--- src/rtl/rob_commit_if.sv ---
// rob_commit_if: groups every non-clock signal between the reorder buffer and
// the surrounding pipeline (decoder allocation/lookup, ALU/MUL result buses,
// register-bank commit port).
//   master : the pipeline side (drives allocation, results and lookup addresses)
//   slave  : the reorder buffer (drives IDs, status, lookup answers, commit port)
interface rob_commit_if #(
  parameter int REG_ADDRESS_SIZE = 5,
  parameter int REG_SIZE         = 32,
  parameter int ID_SIZE          = 3
);
  logic                        alloc_valid;
  logic [REG_ADDRESS_SIZE-1:0] alloc_dest;
  logic                        alloc_w;
  logic [ID_SIZE-1:0]          alloc_id;
  logic                        full;
  logic                        empty;

  logic                        alu_valid;
  logic [ID_SIZE-1:0]          alu_id;
  logic [REG_SIZE-1:0]         alu_value;
  logic                        mul_valid;
  logic [ID_SIZE-1:0]          mul_id;
  logic [REG_SIZE-1:0]         mul_value;

  logic [REG_ADDRESS_SIZE-1:0] dAddr1;
  logic                        dependency1;
  logic                        resolved1;
  logic [REG_SIZE-1:0]         dValue1;
  logic [REG_ADDRESS_SIZE-1:0] dAddr2;
  logic                        dependency2;
  logic                        resolved2;
  logic [REG_SIZE-1:0]         dValue2;

  logic                        commit_we;
  logic [REG_ADDRESS_SIZE-1:0] commit_addr;
  logic [REG_SIZE-1:0]         commit_value;

  modport master (
    output alloc_valid, alloc_dest, alloc_w,
    output alu_valid, alu_id, alu_value,
    output mul_valid, mul_id, mul_value,
    output dAddr1, dAddr2,
    input  alloc_id, full, empty,
    input  dependency1, resolved1, dValue1,
    input  dependency2, resolved2, dValue2,
    input  commit_we, commit_addr, commit_value
  );

  modport slave (
    input  alloc_valid, alloc_dest, alloc_w,
    input  alu_valid, alu_id, alu_value,
    input  mul_valid, mul_id, mul_value,
    input  dAddr1, dAddr2,
    output alloc_id, full, empty,
    output dependency1, resolved1, dValue1,
    output dependency2, resolved2, dValue2,
    output commit_we, commit_addr, commit_value
  );
endinterface

--- src/rtl/rob_commit.sv ---
// rob_commit: in-order reorder buffer between the decode stage and the
// ALU/MUL units. Allocates one entry per issued instruction (handing out the
// tail ID), collects results by ID, answers the decoder's two operand
// dependency lookups and retires entries in order onto the register-bank
// write port.
// Ports:
//   clk   : clock
//   reset : synchronous active-high reset
//   rob   : rob_commit_if.slave (allocation, results, lookups, commit port)
module rob_commit #(
  parameter int REG_ADDRESS_SIZE = 5,
  parameter int REG_SIZE         = 32,
  parameter int ID_SIZE          = 3
) (
  input logic     clk,
  input logic     reset,
  rob_commit_if.slave rob
);
  localparam int ENTRIES = 2 ** ID_SIZE;

  typedef struct packed {
    logic                dep;
    logic                res;
    logic [REG_SIZE-1:0] val;
  } lookup_t;

  logic [ENTRIES-1:0]          valid_q;
  logic [ENTRIES-1:0]          done_q;
  logic [ENTRIES-1:0]          w_q;
  logic [REG_ADDRESS_SIZE-1:0] dest_q  [ENTRIES];
  logic [REG_SIZE-1:0]         value_q [ENTRIES];

  logic [ID_SIZE-1:0] head;
  logic [ID_SIZE-1:0] tail;
  logic [ID_SIZE:0]   count;

  logic full;
  logic alloc_fire;
  logic commit_fire;
  logic alu_hit;
  logic mul_hit;

  lookup_t look1;
  lookup_t look2;

  assign full         = (count == (ID_SIZE+1)'(ENTRIES));
  assign rob.full     = full;
  assign rob.empty    = (count == '0);
  assign rob.alloc_id = tail;

  // A full buffer refuses allocation even if the head retires this cycle.
  assign alloc_fire  = rob.alloc_valid && !full;

  // done_q is registered, so a result can only retire the cycle after it lands.
  assign commit_fire = valid_q[head] && done_q[head];

  // Results for empty or already-completed slots are dropped; ALU beats MUL
  // when both name the same ID.
  assign alu_hit = rob.alu_valid && valid_q[rob.alu_id] && !done_q[rob.alu_id];
  assign mul_hit = rob.mul_valid && valid_q[rob.mul_id] && !done_q[rob.mul_id] &&
                   !(rob.alu_valid && (rob.alu_id == rob.mul_id));

  assign rob.commit_we    = commit_fire && w_q[head] && (dest_q[head] != '0);
  assign rob.commit_addr  = dest_q[head];
  assign rob.commit_value = value_q[head];

  // Scanning from tail (oldest slot position) up to tail-1 and keeping the
  // last hit yields the youngest writer. Registered state only, so a slot
  // allocated this cycle is invisible and a retiring one is still seen.
  function automatic lookup_t do_lookup(input logic [REG_ADDRESS_SIZE-1:0] addr);
    lookup_t            r;
    logic               found;
    logic [ID_SIZE-1:0] idx;
    logic [ID_SIZE-1:0] cand;
    found = 1'b0;
    cand  = '0;
    for (int k = 0; k < ENTRIES; k++) begin
      idx = tail + ID_SIZE'(k);
      if (valid_q[idx] && w_q[idx] && (dest_q[idx] == addr) && (addr != '0)) begin
        found = 1'b1;
        cand  = idx;
      end
    end
    r.dep = found;
    r.res = 1'b0;
    r.val = '0;
    if (found) begin
      if (done_q[cand]) begin
        r.res = 1'b1;
        r.val = value_q[cand];
      end else if (rob.alu_valid && (rob.alu_id == cand)) begin
        r.res = 1'b1;
        r.val = rob.alu_value;
      end else if (rob.mul_valid && (rob.mul_id == cand)) begin
        r.res = 1'b1;
        r.val = rob.mul_value;
      end else begin
        r.val = value_q[cand];
      end
    end
    return r;
  endfunction

  always_comb begin
    look1 = do_lookup(rob.dAddr1);
    look2 = do_lookup(rob.dAddr2);
  end

  assign rob.dependency1 = look1.dep;
  assign rob.resolved1   = look1.res;
  assign rob.dValue1     = look1.val;
  assign rob.dependency2 = look2.dep;
  assign rob.resolved2   = look2.res;
  assign rob.dValue2     = look2.val;

  // Index collisions cannot occur below: a completing slot is not done (so it
  // is not the retiring head) and the allocated tail slot is never valid.
  always_ff @(posedge clk) begin
    if (reset) begin
      head    <= '0;
      tail    <= '0;
      count   <= '0;
      valid_q <= '0;
      done_q  <= '0;
    end else begin
      if (alu_hit) begin
        done_q[rob.alu_id]  <= 1'b1;
        value_q[rob.alu_id] <= rob.alu_value;
      end
      if (mul_hit) begin
        done_q[rob.mul_id]  <= 1'b1;
        value_q[rob.mul_id] <= rob.mul_value;
      end
      if (commit_fire) begin
        valid_q[head] <= 1'b0;
        head          <= head + ID_SIZE'(1);
      end
      if (alloc_fire) begin
        valid_q[tail] <= 1'b1;
        done_q[tail]  <= 1'b0;
        w_q[tail]     <= rob.alloc_w;
        dest_q[tail]  <= rob.alloc_dest;
        tail          <= tail + ID_SIZE'(1);
      end
      case ({alloc_fire, commit_fire})
        2'b10:   count <= count + (ID_SIZE+1)'(1);
        2'b01:   count <= count - (ID_SIZE+1)'(1);
        default: count <= count;
      endcase
    end
  end
endmodule

--- src/flat_wrapper.sv ---
// flat-port wrapper written by rule: the top's interface ports become plain ports
module rob_commit_flat 
#(
  parameter int REG_ADDRESS_SIZE = 5,
  parameter int REG_SIZE         = 32,
  parameter int ID_SIZE          = 3
)
  (clk, reset, rob_alloc_valid, rob_alloc_dest, rob_alloc_w, rob_alu_valid, rob_alu_id, rob_alu_value, rob_mul_valid, rob_mul_id, rob_mul_value, rob_dAddr1, rob_dAddr2, rob_alloc_id, rob_full, rob_empty, rob_dependency1, rob_resolved1, rob_dValue1, rob_dependency2, rob_resolved2, rob_dValue2, rob_commit_we, rob_commit_addr, rob_commit_value);
  rob_commit_if #(.REG_ADDRESS_SIZE(REG_ADDRESS_SIZE), .REG_SIZE(REG_SIZE), .ID_SIZE(ID_SIZE)) rob_i ();
  input logic clk;
  input logic reset;
  input wire logic [$bits(rob_i.alloc_valid)-1:0] rob_alloc_valid;
  input wire logic [$bits(rob_i.alloc_dest)-1:0] rob_alloc_dest;
  input wire logic [$bits(rob_i.alloc_w)-1:0] rob_alloc_w;
  input wire logic [$bits(rob_i.alu_valid)-1:0] rob_alu_valid;
  input wire logic [$bits(rob_i.alu_id)-1:0] rob_alu_id;
  input wire logic [$bits(rob_i.alu_value)-1:0] rob_alu_value;
  input wire logic [$bits(rob_i.mul_valid)-1:0] rob_mul_valid;
  input wire logic [$bits(rob_i.mul_id)-1:0] rob_mul_id;
  input wire logic [$bits(rob_i.mul_value)-1:0] rob_mul_value;
  input wire logic [$bits(rob_i.dAddr1)-1:0] rob_dAddr1;
  input wire logic [$bits(rob_i.dAddr2)-1:0] rob_dAddr2;
  output wire logic [$bits(rob_i.alloc_id)-1:0] rob_alloc_id;
  output wire logic [$bits(rob_i.full)-1:0] rob_full;
  output wire logic [$bits(rob_i.empty)-1:0] rob_empty;
  output wire logic [$bits(rob_i.dependency1)-1:0] rob_dependency1;
  output wire logic [$bits(rob_i.resolved1)-1:0] rob_resolved1;
  output wire logic [$bits(rob_i.dValue1)-1:0] rob_dValue1;
  output wire logic [$bits(rob_i.dependency2)-1:0] rob_dependency2;
  output wire logic [$bits(rob_i.resolved2)-1:0] rob_resolved2;
  output wire logic [$bits(rob_i.dValue2)-1:0] rob_dValue2;
  output wire logic [$bits(rob_i.commit_we)-1:0] rob_commit_we;
  output wire logic [$bits(rob_i.commit_addr)-1:0] rob_commit_addr;
  output wire logic [$bits(rob_i.commit_value)-1:0] rob_commit_value;
  assign rob_i.alloc_valid = rob_alloc_valid;
  assign rob_i.alloc_dest = rob_alloc_dest;
  assign rob_i.alloc_w = rob_alloc_w;
  assign rob_i.alu_valid = rob_alu_valid;
  assign rob_i.alu_id = rob_alu_id;
  assign rob_i.alu_value = rob_alu_value;
  assign rob_i.mul_valid = rob_mul_valid;
  assign rob_i.mul_id = rob_mul_id;
  assign rob_i.mul_value = rob_mul_value;
  assign rob_i.dAddr1 = rob_dAddr1;
  assign rob_i.dAddr2 = rob_dAddr2;
  assign rob_alloc_id = rob_i.alloc_id;
  assign rob_full = rob_i.full;
  assign rob_empty = rob_i.empty;
  assign rob_dependency1 = rob_i.dependency1;
  assign rob_resolved1 = rob_i.resolved1;
  assign rob_dValue1 = rob_i.dValue1;
  assign rob_dependency2 = rob_i.dependency2;
  assign rob_resolved2 = rob_i.resolved2;
  assign rob_dValue2 = rob_i.dValue2;
  assign rob_commit_we = rob_i.commit_we;
  assign rob_commit_addr = rob_i.commit_addr;
  assign rob_commit_value = rob_i.commit_value;
  rob_commit #(.REG_ADDRESS_SIZE(REG_ADDRESS_SIZE), .REG_SIZE(REG_SIZE), .ID_SIZE(ID_SIZE)) u_core (.clk(clk), .reset(reset), .rob(rob_i));
endmodule
--- config.mk ---
export PLATFORM = sky130hd
export DESIGN_NAME = rob_commit_flat
export DESIGN_NICKNAME = d
export VERILOG_FILES = /design/src/rtl/rob_commit_if.sv /design/src/rtl/rob_commit.sv /design/src/flat_wrapper.sv
export SDC_FILE = /design/constraint.sdc
export NUM_CORES = 1
export LEC_CHECK = 0
export BUFFER_PORTS_ARGS = -buffer_cell sky130_fd_sc_hd__buf_2
export CAP_MARGIN = 20
export CORE_ASPECT_RATIO = 1.25
export CORE_MARGIN = 2
export CORE_UTILIZATION = 56
export DETAILED_ROUTE_END_ITERATION = 7
export GPL_TIMING_DRIVEN = 0
export PLACE_DENSITY = 0.75
export SYNTH_ARGS = -nofsm -noshare
export SYNTH_HDL_FRONTEND = slang
export SYNTH_SLANG_ARGS = --single-unit
--- constraint.sdc ---
create_clock -name clk -period 12.2 [get_ports clk]
set_clock_uncertainty 0.2 [all_clocks]
set_input_delay 2.44 -clock clk [delete_from_list [all_inputs] [get_ports clk]]
set_output_delay 2.44 -clock clk [all_outputs]
set_load 0.01 [all_outputs]
==> impl_metrics.ini, run 1 <==
[run_status]
status = completed

[floorplanning]
rows = 90
die_h_microns = 250
die_w_microns = 200
ioPinCount = 202
fp.coreArea_sq_um = 48000
start_util_pct = 56.3
die-area_sq_um = 50000

[global_routing]
grt_pass1_wl_mm = 147
grt_start_max_net_pins = 24
antenna_found_initial = 10
gr-usage-all-layers_pct = 39.3
first_global_vias = 23400
overflow = 0

[worst_hold_path]
min_path_type = flip-flop to flip-flop

[place]
preCtsSetupSlack_ns = 2.15
gp_congestion = 1.06
port_buffers = 134
dp_hpwl_mm = 69.1

[timing]
fin_ws_ns = 1.16
rsz0062_at_grt = false
finalSetupViolations = 0
hold_viol = 0
maxSlewHeadroom_pct = 22.2
tightest_slew_ns = 1.16
max_freq_mhz = 90.6
period_needed_ns = 11.04
period_share_pct = 90.5
fin_setup_tns_ns = 0
drv_slew = 0

[setup_path]
end_kind = output port
cp.arrival_ns = 8.40
startpoint_type = flip-flop
cp.required_ns = 9.56
crit_type = flip-flop to output port
cp_max_fo = 10

[cells_and_area]
drive_above_1_share_pct = 31.0
final_core_util_pct = 62.7
fin_nets = 2571
syn2layout_area_growth_pct = 11.3

[pwr]
ir_drop_mv = 0.126
p_sw_uw = 797
power_uw = 2930
p_seq_share_pct = 43.7
power_frac_comb_pct = 16.1
p_per_area_nw_per_um2 = 97.5
switching_share_pct = 27.2
power.leakage_uw = 0.00988
pwr-share-clk_pct = 40.2
p_int_uw = 2140

[clock_tree]
clk_latency_ns = 0.55
ctsHoldBuffers = 0
clockBufferDepth = 3
post_cts_resized = 0
root_buffer = clkbuf_16
tritoncts = built
numCtsBuffers = 36
cts.clk_slew.worst_paths_ns = 0.06
htree_levels = 2
cts.sinks = 336
cts_setup_buffers = 0

[synth]
synth_edf_count = 304
synth_compound_area_share_pct = 13.6
synthArstFlopShare_pct = 0
syn_nets = 2384
yosys.area_share.adder_pct = 0.537
yosys.area.top_type = edfxtp_1
synthXorXnorAreaFrac_pct = 3.11
yosys.area.top_type_share_pct = 33.8
synth_area_sq_um = 27000
ys_top_cells_by_area = edfxtp_1, mux4_2, mux2_2
ys_types = 72
synthFlopType = edfxtp_1
synthCells = 2282
yosysSeqAreaShare_pct = 36.2
postSynthAreaPerCell_sq_um = 11.8
yosysWarningCount = 0
synthMuxAreaShare_pct = 35.8
yosys.area_share.simple_pct = 6.29
synth.ff_latch_count = 336
synth_top_family_by_area = multiplexers

[routing]
viasPerCell = 7.48
drt_iter0_markers = 3608
dr.pass1.iters = 6
routed_wl_mm = 101
drc_errors = 0
dr_total_vias = 23500
final_antenna_net_count = 0
wire_per_inst_microns = 32.0

[job]
max_cap_viol_count = 0
cells in the final DEF (no fill, tap or decap), types with 28 or more instances in the layout:
cell type  Yosys  routed
a211oi_1      80      80
a211oi_2      28      28
a21oi_1       92      92
a22oi_1      122     122
and2_1        48      48
buf_1         86      86
buf_2         50     185
clkbuf_1     103     109
clkbuf_16      0      36
dfxtp_1       32      32
edfxtp_1     304     304
mux2_2       299     299
mux2i_1      287     287
mux4_2       152     152
nand2_1       63      63
nand3_1       40      40
nor2_1        49      41
nor3_1        31      31
o21ai_0       29      29
o221ai_1      32      32
xnor2_1       57      57
xor2_1        37      37
worst paths after layout:
check                              endpoint                                start  cells after the start  slack [ns]
max                         rob_dValue2[13]  u_core.rob.alloc_id[2]$_SDFFE_PP0P_                     22        1.16
min            u_core.count[3]$_SDFFE_PP0P_         u_core.count[3]$_SDFFE_PP0P_                      2        0.31
max reg2reg  u_core.value_q[2][6]$_DFFE_PP_         u_core.valid_q[4]$_SDFF_PP0_                      9        8.37
min reg2reg    u_core.count[3]$_SDFFE_PP0P_         u_core.count[3]$_SDFFE_PP0P_                      2        0.31
power groups by stage:
stage / sequential [uW] / clock (uW) / combinational, uW
floorplan: 1300 / 0 / 324
global placement: 1310 / 0 / 437
detailed placement: 1310 / 0 / 451
CTS: 1280 / 1170 / 455
global route: 1280 / 1210 / 497
finish: 1280 / 1180 / 473
layer usage:
layer / routed length [microns] / up-vias / GRT usage (%)
li1: - / 9512 / -
met1: 34300 / 11400 / 48.0
met2: 45700 / 2061 / 61.9
met3: 12200 / 578 / 8.78
met4: 8530 / 8 / 27.9
met5: 51 / - / 0
worst max-delay path, stage by stage, from the launching register on:
cell and delay, ns:
dfxtp_1 0.45, buf_2 0.33, clkbuf_1 0.47, clkinv_1 0.44
ha_1 0.40, buf_2 0.22, clkinv_1 0.44, mux4_2 0.69
xnor2_1 0.16, or4_1 0.53, nor4_1 0.72, a31oi_1 0.08
a21oi_1 0.26, o21a_1 0.15, buf_2 0.27, xnor2_1 0.10
o211ai_1 0.13, or2_0 0.14, clkbuf_1 0.40, clkbuf_1 0.68
o221ai_1 0.22, a22oi_1 0.37, buf_2 0.20
synth_stat cells, types with 16 or more instances:
library cell / instances
edfxtp_1: 304
mux2_2: 299
mux2i_1: 287
mux4_2: 152
a22oi_1: 122
clkbuf_1: 103
a21oi_1: 92
buf_1: 86
a211oi_1: 80
nand2_1: 63
xnor2_1: 57
buf_2: 50
nor2_1: 49
and2_1: 48
nand3_1: 40
xor2_1: 37
dfxtp_1: 32
o221ai_1: 32
nor3_1: 31
o21ai_0: 29
a211oi_2: 28
inv_1: 23
a221oi_1: 16
sequential cells by signal, summed over array words and instances, names as in the netlist, named ones only:
name                 cells
u_core.w_q               8
u_core.count             4
u_core.value_q         256
u_core.head              3
u_core.valid_q           8
u_core.rob.alloc_id      3
u_core.dest_q           40
u_core.done_q            8
area by class of cell:
cell class	count	area, sq um
diodes	6	15.0
plain buffers	256	1110
clock buffers	43	937
clock inverters	23	309
fillers	3838	17900
inverters	27	101
multi-input cells	1663	16100
flip-flops and latches	336	9770
well taps	644	806
repair buffers	149	935
stage by stage:
stage	area (sq um)	hold slack (ns)	cells
floorplan	27000	0.271	2282
global placement	28500	0.290	3060
detailed placement	28700	0.291	3069
CTS	30000	0.300	3135
global route	30100	0.344	3147
finish	30100	0.309	3147
logic make-up (layout without fill, tap and decap cells):
family | Yosys count | count (layout)
buffers and inverters | 283 | 498
AND/OR/NAND/NOR | 322 | 322
XOR/XNOR | 95 | 95
flip-flops | 336 | 336
adder cells (fa/ha/maj) | 11 | 11
AO/OA/AOI/OAI | 497 | 497
other | 0 | 6
multiplexers | 738 | 738
Power figures use the tool's default switching activity.
==> run 2, diff against run 1 <==
--- a/config.mk
+++ b/config.mk
@@ -12,7 +12,7 @@
 export CORE_UTILIZATION = 56
 export DETAILED_ROUTE_END_ITERATION = 7
 export GPL_TIMING_DRIVEN = 0
-export PLACE_DENSITY = 0.75
+export PLACE_DENSITY = 0.82
 export SYNTH_ARGS = -nofsm -noshare
 export SYNTH_HDL_FRONTEND = slang
 export SYNTH_SLANG_ARGS = --single-unit
==> impl_metrics.ini, run 2 (same netlist as run 1, synthesis figures left out) <==
[clock_tree]
ctsHoldBuffers = 0
clockBufferDepth = 3
cts.sinks = 336
clk_latency_ns = 0.54
post_cts_resized = 0
root_buffer = clkbuf_16
cts.clk_slew.worst_paths_ns = 0.06
htree_levels = 2
tritoncts = built
numCtsBuffers = 35
cts_setup_buffers = 0

[cells_and_area]
fillers = 3726
final_cell_mix = edfxtp_1, mux2_2, mux2i_1
drive_above_1_share_pct = 31.0
final_common_cell = edfxtp_1
fin_nets = 2571
largest_reg_flops = 256
regMostFlops = u_core.value_q
syn2layout_area_growth_pct = 11.0
largestRegisters = u_core.value_q: 256 flops, u_core.dest_q: 40 flops

[setup_path]
cp.arrival_ns = 8.75
startpoint_type = flip-flop
critPathBufInv = 9
worstSetupPathDepth = 22
cp_top_family = buffers and inverters
crit_type = flip-flop to output port
rr_startpoint = u_core.valid_q[2]$_SDFF_PP0_
cp_cell_sequence = buf_2, clkbuf_1, clkinv_1, ha_1, buf_2, clkinv_1, mux4_2, xnor2_1, or4_1, nor4_1, a31oi_1, a21oi_1, o21a_1, buf_2, xnor2_1, o211ai_1, or2_0, clkbuf_1, clkbuf_1, o221ai_1, a22oi_1, buf_2
cp_max_fo = 10
rrSetupSlack_ns = 8.36
startpoint = u_core.rob.alloc_id[2]$_SDFFE_PP0P_
slowest_stage = nor4_1
crit_end = rob_dValue2[13]
critical-path-max-stage-delay_ns = 0.77
cp.required_ns = 9.56
worst_r2r_path_depth = 9
reg2reg_to = u_core.value_q[0][9]$_DFFE_PP_
cpMostUsedCell = buf_2
end_kind = output port

[run_status]
status = completed

[routing]
drc_errors = 0
viasPerCell = 7.63
wl_met1_mm = 33.8
dr.pass1.iters = 6
routed_wl_mm = 104
routed.top_layer = met5
drt_iter0_markers = 3757
dr_total_vias = 24000
final_antenna_net_count = 0
wire_per_inst_microns = 33.0
wl_met3_mm = 14.0
wl_met2_mm = 47.1

[pwr]
power_uw = 2880
ir_drop_mv = 0.0961
p_per_area_nw_per_um2 = 96.2
power.leakage_uw = 0.00985

[floorplanning]
die-area_sq_um = 50000
fp.coreArea_sq_um = 48000
die_h_microns = 250
ioPinCount = 202
rows = 90
die_w_microns = 200
start_util_pct = 56.3

[global_routing]
overflow = 0
grt_pass1_wl_mm = 153
first_global_vias = 23900
antenna_found_initial = 12
grt_start_max_net_pins = 23
gr-usage-all-layers_pct = 40.8

[timing]
finalSetupViolations = 0
maxSlewHeadroom_pct = 20.2
fin_setup_tns_ns = 0
period_share_pct = 93.4
drv_slew = 0
max_freq_mhz = 87.8
rsz0062_at_grt = false
hold_viol = 0
fin_ws_ns = 0.811
tightest_slew_ns = 1.20
period_needed_ns = 11.39

[place]
gp_congestion = 1.03
dp_hpwl_mm = 69.9
preCtsSetupSlack_ns = 1.87
port_buffers = 134

[worst_hold_path]
holdPathStages = 2
min_path_type = flip-flop to flip-flop
worstHoldStart = u_core.count[3]$_SDFFE_PP0P_

[job]
max_cap_viol_count = 0
[run 2: changes by cell type in the layout (fill, tap and decap cells not counted), sizes merged]
cell	change
buf	+1
bufinv	-2
clkbuf	-1
clkinv	-3
diode	-3
inv	+1
[run 2: final cells by class]
type                       count  area (sq um)  share of cell area (%)
antenna                        3          7.51                  0.0250
buffer                       256          1110                    3.71
clock buffer                  42           933                    3.11
clock inverter                19           231                   0.772
inverter                      27           101                   0.338
multi-input combinational   1663         16100                    53.6
sequential                   336          9770                    32.6
tap                          644           806                    2.69
timing repair buffer         150           935                    3.12
[run 2: worst min-delay path by stage]
stage,endpoint,slack (ns)
5_1_grt,u_core.count[3]$_SDFFE_PP0P_,0.36
2_1_floorplan,u_core.count[3]$_SDFFE_PP0P_,0.27
3_3_place_gp,u_core.count[3]$_SDFFE_PP0P_,0.28
4_1_cts,u_core.count[3]$_SDFFE_PP0P_,0.32
6_report,u_core.count[3]$_SDFFE_PP0P_,0.31
3_5_place_dp,u_core.count[3]$_SDFFE_PP0P_,0.31
[run 2: tightest hold or removal path, cell delays in order (launching register included)]
cell and delay (ns):
dfxtp_1 0.33, o21ai_0 0.08, a21oi_1 0.06
[run 2: stage by stage]
stage          hold WS (ns)  instance area [sq um]  utilization, %  instances
2_1_floorplan         0.271                  27000               -       2282
3_3_place_gp          0.283                  28500            59.4       3060
3_5_place_dp          0.305                  28700            59.9       3071
5_1_grt               0.356                  30000            62.5       3139
4_1_cts               0.316                  29900            62.3       3132
6_report              0.312                  30000            62.5       3140
[run 2: routing by layer]
layer / track usage [%] / up-vias
met5: 0 / -
met4: 26.9 / 20
met3: 11.2 / 677
met2: 64.7 / 2290
met1: 48.7 / 11500
li1: - / 9508
[run 2: where the power goes]
group | total [uW] | leakage, uW | internal (uW) | switching (uW)
logic | 475 | 0.00628 | 184 | 291
clock network | 1130 | 0.000570 | 638 | 488
registers | 1280 | 0.00300 | 1270 | 15.0
